$ cat src/rtl/mux_n_to_1_stream.sv
`default_nettype none
// ============================================================================
// Module   : mux_n_to_1_stream
// Purpose  : N:1 valid/ready stream multiplexer with a one-deep output
//            register. Selects a channel by explicit index (mode = 0) or by
//            round-robin arbitration (mode = 1). It sustains one beat per
//            cycle.
// Revision : 1.0 - initial release
// ----------------------------------------------------------------------------
// Ports:
//   clk        in   1        system clock, rising edge
//   reset_n    in   1        asynchronous active-low reset
//   mode       in   1        0 = explicit select, 1 = round-robin
//   mux_sel    in   SEL_W    channel index used when mode = 0
//   in_data    in   N*W      packed channel data, channel i at [i*W +: W]
//   in_valid   in   N        per-channel valid
//   in_ready   out  N        per-channel ready (one-hot or zero)
//   out_data   out  W        registered output data
//   out_ch     out  SEL_W    channel that supplied out_data
//   out_valid  out  1        output beat valid
//   out_ready  in   1        downstream ready
// ============================================================================
module mux_n_to_1_stream #(
  parameter  int N     = 4,
  parameter  int W     = 8,
  localparam int SEL_W = $clog2(N)
) (
  input  logic             clk,
  input  logic             reset_n,
  input  logic             mode,
  input  logic [SEL_W-1:0] mux_sel,
  input  logic [N*W-1:0]   in_data,
  input  logic [N-1:0]     in_valid,
  output logic [N-1:0]     in_ready,
  output logic [W-1:0]     out_data,
  output logic [SEL_W-1:0] out_ch,
  output logic             out_valid,
  input  logic             out_ready
);

  logic             load;
  logic             transfer;
  logic             grant_valid;
  logic [SEL_W-1:0] grant_idx;
  logic [SEL_W-1:0] last_grant;
  logic [W-1:0]     grant_data;
  logic [31:0]      sel_ext;

  // The register may take a new beat when empty or when its beat leaves now.
  assign load     = !out_valid || out_ready;
  // Zero-extended so out-of-range indices (N not a power of two) never match.
  assign sel_ext  = 32'(mux_sel);
  // reset_n gating keeps every ready low while reset is held.
  assign transfer = load && grant_valid && reset_n;

  // Grant selection. In round-robin mode the search runs from the farthest
  // offset down to the nearest so the nearest valid channel is assigned last
  // and wins, avoiding any early loop exit.
  always_comb begin
    int pos;
    pos         = 0;
    grant_valid = 1'b0;
    grant_idx   = '0;
    if (!mode) begin
      for (int i = 0; i < N; i++) begin
        if (sel_ext == 32'(i) && in_valid[i]) begin
          grant_valid = 1'b1;
          grant_idx   = SEL_W'(i);
        end
      end
    end else begin
      for (int k = N; k >= 1; k--) begin
        pos = int'(last_grant) + k;
        if (pos >= N) begin
          pos = pos - N;
        end
        for (int i = 0; i < N; i++) begin
          if (pos == i && in_valid[i]) begin
            grant_valid = 1'b1;
            grant_idx   = SEL_W'(i);
          end
        end
      end
    end
  end

  always_comb begin
    grant_data = '0;
    for (int i = 0; i < N; i++) begin
      if (grant_idx == SEL_W'(i)) begin
        grant_data = in_data[i*W +: W];
      end
    end
  end

  always_comb begin
    in_ready = '0;
    for (int i = 0; i < N; i++) begin
      in_ready[i] = transfer && (grant_idx == SEL_W'(i));
    end
  end

  // Output register. A load during a consume replaces the beat without a
  // bubble; a consume with no load empties the register but keeps the old
  // data and channel visible.
  always_ff @(posedge clk or negedge reset_n) begin
    if (!reset_n) begin
      out_valid  <= 1'b0;
      out_data   <= '0;
      out_ch     <= '0;
      last_grant <= SEL_W'(N - 1);
    end else if (transfer) begin
      out_valid  <= 1'b1;
      out_data   <= grant_data;
      out_ch     <= grant_idx;
      last_grant <= grant_idx;
    end else if (out_ready) begin
      out_valid  <= 1'b0;
    end
  end

endmodule
`default_nettype wire

$ cat config.mk
export PLATFORM = sky130hd
export DESIGN_NAME = mux_n_to_1_stream
export DESIGN_NICKNAME = d
export VERILOG_FILES = /design/src/rtl/mux_n_to_1_stream.sv
export SDC_FILE = /design/constraint.sdc
export NUM_CORES = 1
export LEC_CHECK = 0
export ABC_AREA = 1
export CORE_ASPECT_RATIO = 0.75
export CORE_MARGIN = 2
export CORE_UTILIZATION = 40
export CTS_CLUSTER_DIAMETER = 50
export DETAILED_ROUTE_END_ITERATION = 10
export GPL_ROUTABILITY_DRIVEN = 0
export PLACE_DENSITY = 0.8
export SLEW_MARGIN = 5
export SYNTH_ARGS = -nofsm -noshare
export SYNTH_HDL_FRONTEND = slang
export SYNTH_SLANG_ARGS = --single-unit
export TNS_END_PERCENT = 1
$ cat constraint.sdc
create_clock -name clk -period 3.3 [get_ports clk]
set_input_delay 0.825 -clock clk [delete_from_list [all_inputs] [get_ports clk]]
set_output_delay 0.825 -clock clk [all_outputs]
set_load 0.02 [all_outputs]
=== Yosys cells after proc, flatten, opt, wreduce, memory -nomap -nowiden ===
Cells that the tools add are included.
Widths: inputs -> output; s select.

* Reduce and logical (&&, ||, !) cells: 35
* Equal/unequal tests: 18
* Multiplexer cells: 54
* $lt $le $gt $ge: 4
* Add/subtract/negate cells: 8

{| class="wikitable"
|+ Operators with widths
! kind !! count
|-
| $eq 32x3->1 const B || 8
|-
| $mux 32 || 8
|-
| $logic_not 32->1 || 5
|-
| $eq 32x2->1 const B || 4
|-
| $mux 2 || 17
|-
| $mux 8 || 4
|-
| $logic_and 1x1->1 || 26
|-
| $mux 1 || 25
|-
| $sub 3x3->4 const B || 3
|-
| $ge 3x3->1 const B || 3
|-
| $eq 2x2->1 const B || 4
|-
| $add 2x2->3 const B || 2
|-
| $sub 4x3->5 const B || 1
|-
| $add 2x3->4 const B || 1
|-
| $eq 2x1->1 const B || 2
|-
| $ge 4x3->1 const B || 1
|-
| $add 2x1->3 const B || 1
|-
| $logic_not 2->1 || 1
|-
| $reduce_bool 2->1 || 1
|-
| $logic_not 1->1 || 1
|-
| $logic_or 1x1->1 || 1
|}

* Logic and storage cells: 123
* Bits of input ports: 42
* Flip-flop bits (word level): 13

=== Depth between registers and ports, before layout ===
Gate-level depths: netlist of run 1.

* Word-level depth: 27
* Gate-level depth with buffers: 20

=== Worst setup path before layout of run 1 ===
OpenSTA, ideal clock, no wires.

* Path kind: input to output
* From: in in_valid[1]
* To: out in_ready[0]
* Stages: 16
* Data arrival time: 2.177 ns
* Buffers on the path: 1
* Path slack: 0.298 ns
* Cells stage by stage: nand3_1 > nand2_1 > nand2_1 > nand2_1 > nand2_1 > nand2_1 > nand2_1 > nand2_1 > nand2_1 > nand2_1 > nand2_1 > nand2_1 > nand2_2 > nand2_4 > buf_4 > nor3_1

* Longest elaborated chain between the ends: 20

{| class="wikitable"
|+ Ends and longest elaborated chain
! element !! line !! text
|-
| start: declaration || 33 || <nowiki>input logic [N-1:0] in_valid,</nowiki>
|-
| $logic_and 1x1->1 || 78 || <nowiki>if (pos == i && in_valid[i]) begin</nowiki>
|-
| $mux 1 (15 in series) || 78 ||
|-
| $mux 1 || 64 || <nowiki>if (!mode) begin</nowiki>
|-
| $logic_and 1x1->1 (2 in series) || 54 || <nowiki>assign transfer = load && grant_valid && reset_n;</nowiki>
|-
| $logic_and 1x1->1 (*) || 99 || <nowiki>in_ready[i] = transfer && (grant_idx == SEL_W'(i));</nowiki>
|-
| end: declaration || 34 || <nowiki>output logic [N-1:0] in_ready,</nowiki>
|}

Every way passes the cells marked *; elsewhere a longest branch is shown, timed or not.

=== Worst setup path in the final report of run 1 ===
* From: in in_valid[2]
* To: out in_ready[1]

* Longest elaborated chain between the ends: 19

{| class="wikitable"
|+ Ends and longest elaborated chain
! element !! line
|-
| $logic_and 1x1->1 || 78
|-
| $mux 1 (14 in series) || 78
|-
| $mux 1 || 64
|-
| $logic_and 1x1->1 (2 in series) || 54
|-
| $logic_and 1x1->1 (*) || 99
|}

Marked as above.

==> metrics.md, run 1 <==
| Metric | Value |
|---|---|
| Status | `finished, final reports clean` |
| Cell mode on critical path | `nand2_2` |
| Combinational power share | `68.6%` |
| Fin. Hold Viols | `0` |
| Critical path fanouts, max | `4` |
| Vias in the first global route | `1274` |
| # fillers | `225` |
| CP Launch Type | `input pin` |
| Post-synthesis sequential area ratio | `28.3%` |
| CP Cell Sequence | `dlygate4sd2_1 -> buf_6 -> nand2_2 -> nand2_2 -> nor4_4 -> nand4_1 -> or2_1 -> nand2_2 -> inv_2 -> nand2_2 -> nor2_1 -> buf_4` |
| Leak pwr | `0.996 nW` |
| IO Port Bufs | `56` |
| Hold Path Sink | `out_data[2]` |
| Switch Pwr | `0.668 mW` |
| Avg Synthesized Cell Area | `6.47 um^2` |
| WS Path Type | `in2out` |
| Ports | `57` |
| Worst Hold Depth | `2` |
| First-pass iteration count of the detailed router | `4` |
| MaxCap Viol Count | `0` |
| DR vias | `1477` |
| Reg2reg start | `last_grant[0]` |
| Post-route ant nets | `0` |
| Routed wire length | `3550 um` |
| Overall Power | `1.44 mW` |
| Vias per cell | `4.96` |
| Minimum clock period | `3.27 ns` |
| Commonest non-fill, non-tap cell in the layout | `nand2_1` |
| CTS Sinks | `13` |
| Commonest non-fill, non-tap cells in the layout | `nand2_1 (50), clkdlybuf4s50_1 (45), buf_4 (34)` |
| Reg2reg setup slack | `0.88 ns` |
| Sw Share | `46.5%` |
| P&R area growth vs syn | `72.4%` |
| Final Skew | `0.00492 ns` |
| CP Launch Point | `in_valid[2]` |
| Starting Density | `43.2%` |
| Clock Tree Buf Depth | `2` |
| Layout cells sized above 1 | `24.0%` |
| First-pass GRT wire length | `5710 um` |
| Hold Worst Slack | `0.479 ns` |
| Finished Cell Area | `2000 um^2` |
| Sequential Power Share | `21.6%` |
| Number of placement rows | `16` |
| Area taken by multi-input logic gates | `729 um^2` |
| Area after DPL | `1900 um^2` |
| Setup Viol. Count Final | `0` |
| Slowest CP cell | `nor4_4` |
| Drt wl/cell | `11.9 um` |
| Top Family by Delay on Critical Path | `simple AND/OR/NAND/NOR gates` |
| Overall Global Routing Usage | `22.1%` |
| Slew headroom | `73.0%` |
| Total die area | `3350 um^2` |
| Setup_tns | `0 ns` |
| Peak supply drop | `460 uV` |
| DIE HEIGHT | `50.6 um` |
| Core area | `2680 um^2` |
| Largest net degree at the start of global routing | `15` |
| Power density cells | `719 nW/um^2` |
| P_int | `0.769 mW` |
| Flop and latch count out of synthesis | `13` |
| Die W | `66.1 um` |
| Worst skew pair latency | `0.24 ns` |
| Slew Limit Fails | `0` |
| DRC viols | `0` |
| Reg2Reg Depth | `13` |
| Library cells used by synthesis | `27` |
| Largest stage delay on the critical path | `0.27 ns` |
| Hold path startpoint | `out_data[2]` |
| Root buf cell | `clkbuf_8` |
| CTS Hold Bufs | `0` |
| Synthesis Warnings | `0` |
| Reg2reg end | `out_data[6]` |
| Layout Nets | `305` |
| GR Overflow Total | `0` |
| Gate Count Post-Synth | `179` |
| Maximum clock rate | `0.306 GHz` |
| Reg clk slew, reported paths | `0.06 ns` |
| Initial antenna violation count | `0` |
| Diode count | `0` |
| Util after Layout | `74.4%` |
| Inserted Clock Buffers | `3` |
| Critical path endpoint category | `output pin` |
| Worst-margin pin slew | `0.401 ns` |
| Synthesized Nets | `221` |
| Hpwl dp | `2880 um` |
| Crit path buffers/inverters | `4` |
| Number of H-tree levels | `1` |
| Period utilization | `99.0%` |
| WP data arrival | `2.44 ns` |
| CTS tree | `yes` |
| Clock Power Share | `9.8%` |
| First DRT Iteration DRCs | `76` |
| FF/Latch Area | `328 um^2` |
| Synthesized cell area | `1160 um^2` |
| WP data required | `2.47 ns` |
| Min-Delay Path Class | `reg2reg` |
-- synth_stat cells (all sizes together) --
cell type   n  area (um^2)
a21oi       1         5.00
dfrtp      11          275
a2111oi     1         8.76
clkbuf      1         3.75
o31ai       1         7.51
dfstp       2         52.6
inv        18         70.1
nand3      29          155
nor4        1         6.26
nor2       17         71.3
or2         1         6.26
nand2      58          233
a31oi       1         21.3
o21bai      1         11.3
o21ai      12         60.1
buf         8         73.8
nor3        2         10.0
nand4      14         87.6
-- per-layer routing --
layer | global-route usage, % | vias to the layer above | routed length (um)
li1 | - | 764 | -
met1 | 33.0 | 657 | 1670
met2 | 34.2 | 54 | 1680
met3 | 3.36 | 2 | 183
met4 | 3.06 | 0 | 11
met5 | 0 | - | 0
-- stage by stage --
step	instances	worst slack, ns
global route	298	-0.0639
global placement	291	-0.624
floorplan	179	0.298
detailed placement	291	-0.622
finish	298	0.0327
CTS	295	0.0772
-- timing repair --
| item | CTS | global route |
|---|---|---|
| gates resized for setup | 31 | 10 |
| pin swaps | 2 | 5 |
| setup buffers | 0 | 3 |
| hold endpoints to repair | 0 | 0 |
| setup endpoints to repair | 4 | 4 |
-- power groups by stage --
stage	combinational [mW]	sequential, mW	clock, mW
floorplan	0.538	0.357	0
global placement	0.927	0.311	0
detailed placement	0.938	0.312	0
CTS	0.943	0.310	0.146
global route	1.09	0.320	0.154
finish	0.985	0.311	0.141
-- kinds of logic (layout without fill, tap and decap cells) --
logic type	Yosys count	in the layout	synth area share (%)
AND/OR/NAND/NOR	122	122	49.1
flip-flops	13	13	28.3
buffers and inverters	27	110	12.7
AO/OA/AOI/OAI	17	17	9.83
-- state kept, by name, indices dropped and copies added, names as in the netlist --
name	flops
last_grant	2
out_ch	2
out_data	8
out_valid	1
-- worst max path at each step --
stage	slack [ns]	end	cells after the start
final	0.03	in_ready[1]	12
after global placement	-0.62	in_ready[1]	11
after floorplan	0.30	in_ready[0]	16
after global routing	-0.06	in_ready[2]	12
after detailed placement	-0.62	in_ready[0]	10
after CTS	0.08	in_ready[1]	12
-- layout make-up --
cell class	instances	area share [%]
clock buffer	4	2.26
inverter	18	3.51
timing repair buffer	88	39.0
tap	36	2.26
multi-input combinational	139	36.5
sequential	13	16.4
-- worst min-delay path: stages, from the launching register on --
cell and delay [ns]:
dfrtp_1 0.34, nand2_1 0.06, nand2_1 0.06
(Power assumes the default switching activity.)
==> run 2, diff against run 1 <==
--- a/config.mk
+++ b/config.mk
@@ -10,6 +10,7 @@
 export CORE_MARGIN = 2
 export CORE_UTILIZATION = 40
 export CTS_CLUSTER_DIAMETER = 50
+export CTS_CLUSTER_SIZE = 16
 export DETAILED_ROUTE_END_ITERATION = 10
 export GPL_ROUTABILITY_DRIVEN = 0
 export PLACE_DENSITY = 0.8
==> results of run 2 <==
The final DEF is identical to that of run 1; final timing and power are the same.
==> run 3, diff against run 2 <==
--- a/config.mk
+++ b/config.mk
@@ -14,6 +14,7 @@
 export DETAILED_ROUTE_END_ITERATION = 10
 export GPL_ROUTABILITY_DRIVEN = 0
 export PLACE_DENSITY = 0.8
+export SKIP_CTS_REPAIR_TIMING = 1
 export SLEW_MARGIN = 5
 export SYNTH_ARGS = -nofsm -noshare
 export SYNTH_HDL_FRONTEND = slang
==> constraint.sdc (replaced) <==
create_clock -name clk -period 3.4 [get_ports clk]
set_input_delay 0.85 -clock clk [delete_from_list [all_inputs] [get_ports clk]]
set_output_delay 0.85 -clock clk [all_outputs]
set_load 0.02 [all_outputs]
==> metrics.md, run 3 (synthesis gave the netlist of run 1 again) <==
| Metric | Value |
|---|---|
| Status | `finished, final reports clean` |
| Largest register FFs | `8 (unchanged)` |
| GR Overflow Total | `0 (unchanged)` |
| DIE HEIGHT | `50.6 um (unchanged)` |
| Final Skew | `0.00685 ns (+0.00193 ns)` |
| Overall Global Routing Usage | `21.9% (-0.24 points)` |
| Largest net degree at the start of global routing | `15 (unchanged)` |
| Worst skew pair latency | `0.25 ns (about the same)` |
| Layout Nets | `302 (-0.98%)` |
| Power density cells | `687 nW/um^2 (-4.5%)` |
| WP data required | `2.55 ns (+0.08 ns)` |
| IO Port Bufs | `56 (unchanged)` |
| Layout cells sized above 1 | `23.6% (-0.49 points)` |
| Min-Delay Path Class | `reg2reg` |
| Vias in the first global route | `1276 (+0.16%)` |
| Slowest CP cell | `nor4_4` |
| Area taken by multi-input logic gates | `756 um^2 (+3.6%)` |
| Reg2reg setup slack | `0.98 ns (+0.10 ns)` |
| Diode count | `0 (unchanged)` |
| Maximum clock rate | `0.307 GHz` |
| Critical path endpoint category | `output pin` |
| CP Cell Sequence | `dlymetal6s2s_1 -> nand3_2 -> nand2_2 -> nor4_4 -> nand4_1 -> or2_1 -> nand2_2 -> inv_2 -> nand2_2 -> nor2_1 -> buf_4` |
| FF/Latch Area | `328 um^2 (unchanged)` |
| Initial antenna violation count | `0 (unchanged)` |
| Commonest non-fill, non-tap cells in the layout | `nand2_1 (49), clkdlybuf4s50_1 (45), buf_4 (31)` |
| Largest stage delay on the critical path | `0.31 ns (+0.04 ns)` |
| CTS Sinks | `13 (unchanged)` |
| Vias per cell | `5.13 (+3.5%)` |
| Worst-margin pin slew | `0.292 ns (-0.109 ns)` |
| CTS tree | `yes` |
| DR vias | `1514 (+2.5%)` |
| Commonest non-fill, non-tap cell in the layout | `nand2_1` |
| Largest regs | `out_data x8, last_grant x2, out_ch x2` |
| Setup Viol. Count Final | `0 (unchanged)` |
| First-pass iteration count of the detailed router | `4 (unchanged)` |
| Fin. Hold Viols | `0 (unchanged)` |
| Drt wl/cell | `12.5 um (+4.9%)` |
| MaxCap Viol Count | `0 (unchanged)` |
| Final Worst Setup Slack | `0.145 ns (+0.112 ns)` |
| Hold Worst Slack | `0.477 ns (-0.00198 ns)` |
| Setup_tns | `0 ns (unchanged)` |
| Clock Tree Buf Depth | `2 (unchanged)` |
| WS Path Type | `in2out` |
| Core area | `2680 um^2 (unchanged)` |
| Hpwl dp | `2820 um (-2.3%)` |
| Reg clk slew, reported paths | `0.06 ns (about the same)` |
| Slew headroom | `80.4% (+7.4 points)` |
| P&R area growth vs syn | `74.7%` |
| Minimum clock period | `3.25 ns` |
| Reg with most FFs | `out_data` |
| Total die area | `3350 um^2 (unchanged)` |
| Number of H-tree levels | `1 (unchanged)` |
| Ports | `57 (unchanged)` |
| Period utilization | `95.7%` |
| Slew Limit Fails | `0 (unchanged)` |
| Post-route ant nets | `0 (unchanged)` |
| Top Family by Delay on Critical Path | `simple AND/OR/NAND/NOR gates` |
| DRC viols | `0 (unchanged)` |
| First-pass GRT wire length | `5720 um (+0.12%)` |
| # fillers | `212 (-5.8%)` |
| Root buf cell | `clkbuf_8` |
| Critical path fanouts, max | `5 (+1)` |
| Inserted Clock Buffers | `3 (unchanged)` |
| Peak supply drop | `454 uV (-1.1%)` |
| Number of placement rows | `16 (unchanged)` |
| Place WS | `-0.573 ns (+0.0495 ns)` |
| Crit path buffers/inverters | `3 (-1)` |
| RSZ-0062 raised after global routing | `false` |
| Starting Density | `43.2% (unchanged)` |
| WP data arrival | `2.40 ns (-0.04 ns)` |
| Die W | `66.1 um (unchanged)` |
| Cell mode on critical path | `nand2_2` |
| First DRT Iteration DRCs | `74 (-2.6%)` |
| CP Launch Type | `input pin` |
| Leak pwr | `1.04 nW (+4.3%)` |
| Routed wire length | `3690 um (+3.9%)` |
## run 3: cell count changes in the layout (fill, tap and decap cells not counted), sizes merged
cell / delta
buf: -4
dlymetal6s2s: +7
dlygate4sd2: -6
## run 3: layout make-up
| type | count | area share [%] |
|---|---|---|
| Timing Repair Buffer | 85 | 38.6 |
| Multi-Input combinational cell | 139 | 37.3 |
| Sequential cell | 13 | 16.2 |
| Inverter | 18 | 3.46 |
| Clock buffer | 4 | 2.22 |
| Tap cell | 36 | 2.22 |
## run 3: stage by stage
step	cells	power [mW]	instance area (um^2)	util, %
floorplan	179	0.869	1160	-
global placement	291	1.20	1900	71.0
detailed placement	291	1.21	1900	71.0
CTS	295	1.36	1950	72.7
global route	295	1.51	2020	75.5
finish	295	1.39	2020	75.5
## run 3: worst register-to-register path: stages (launching register included)
cell	delay, ns
dfstp_2	0.66
inv_4	0.08
nand3_1	0.10
nand2_1	0.12
buf_4	0.15
nor2_1	0.11
o21bai_2	0.10
a31oi_4	0.20
buf_4	0.24
inv_2	0.13
nand4_1	0.11
nand4_1	0.16
nand2_1	0.10
nand2_1	0.05
## run 3: worst paths after layout
kind / start / endpoint / cells past startpoint
worst min-delay path: out_data[2] / out_data[2] / 2
worst max register to register: last_grant[0] / out_data[6] / 13
worst min register to register: out_data[2] / out_data[2] / 2
worst max-delay path: in_valid[3] / in_ready[1] / 11
max in group asynchronous: reset_n / last_grant[0] / 2
min in group asynchronous: reset_n / out_ch[1] / 2
## run 3: routing by layer
layer  track usage [%]  vias up  wire [um]
met5                 0        -          0
met4              3.06        0         17
met3              3.36        2        233
met2              34.2       68       1750
met1              32.3      683       1690
li1                  -      761          -
## run 3: report_power, final
part	total, mW	switching (mW)	internal, mW
clock	0.138	0.0552	0.0827
combinational	0.951	0.531	0.420
sequential	0.302	0.0655	0.237
total	1.39	0.651	0.740
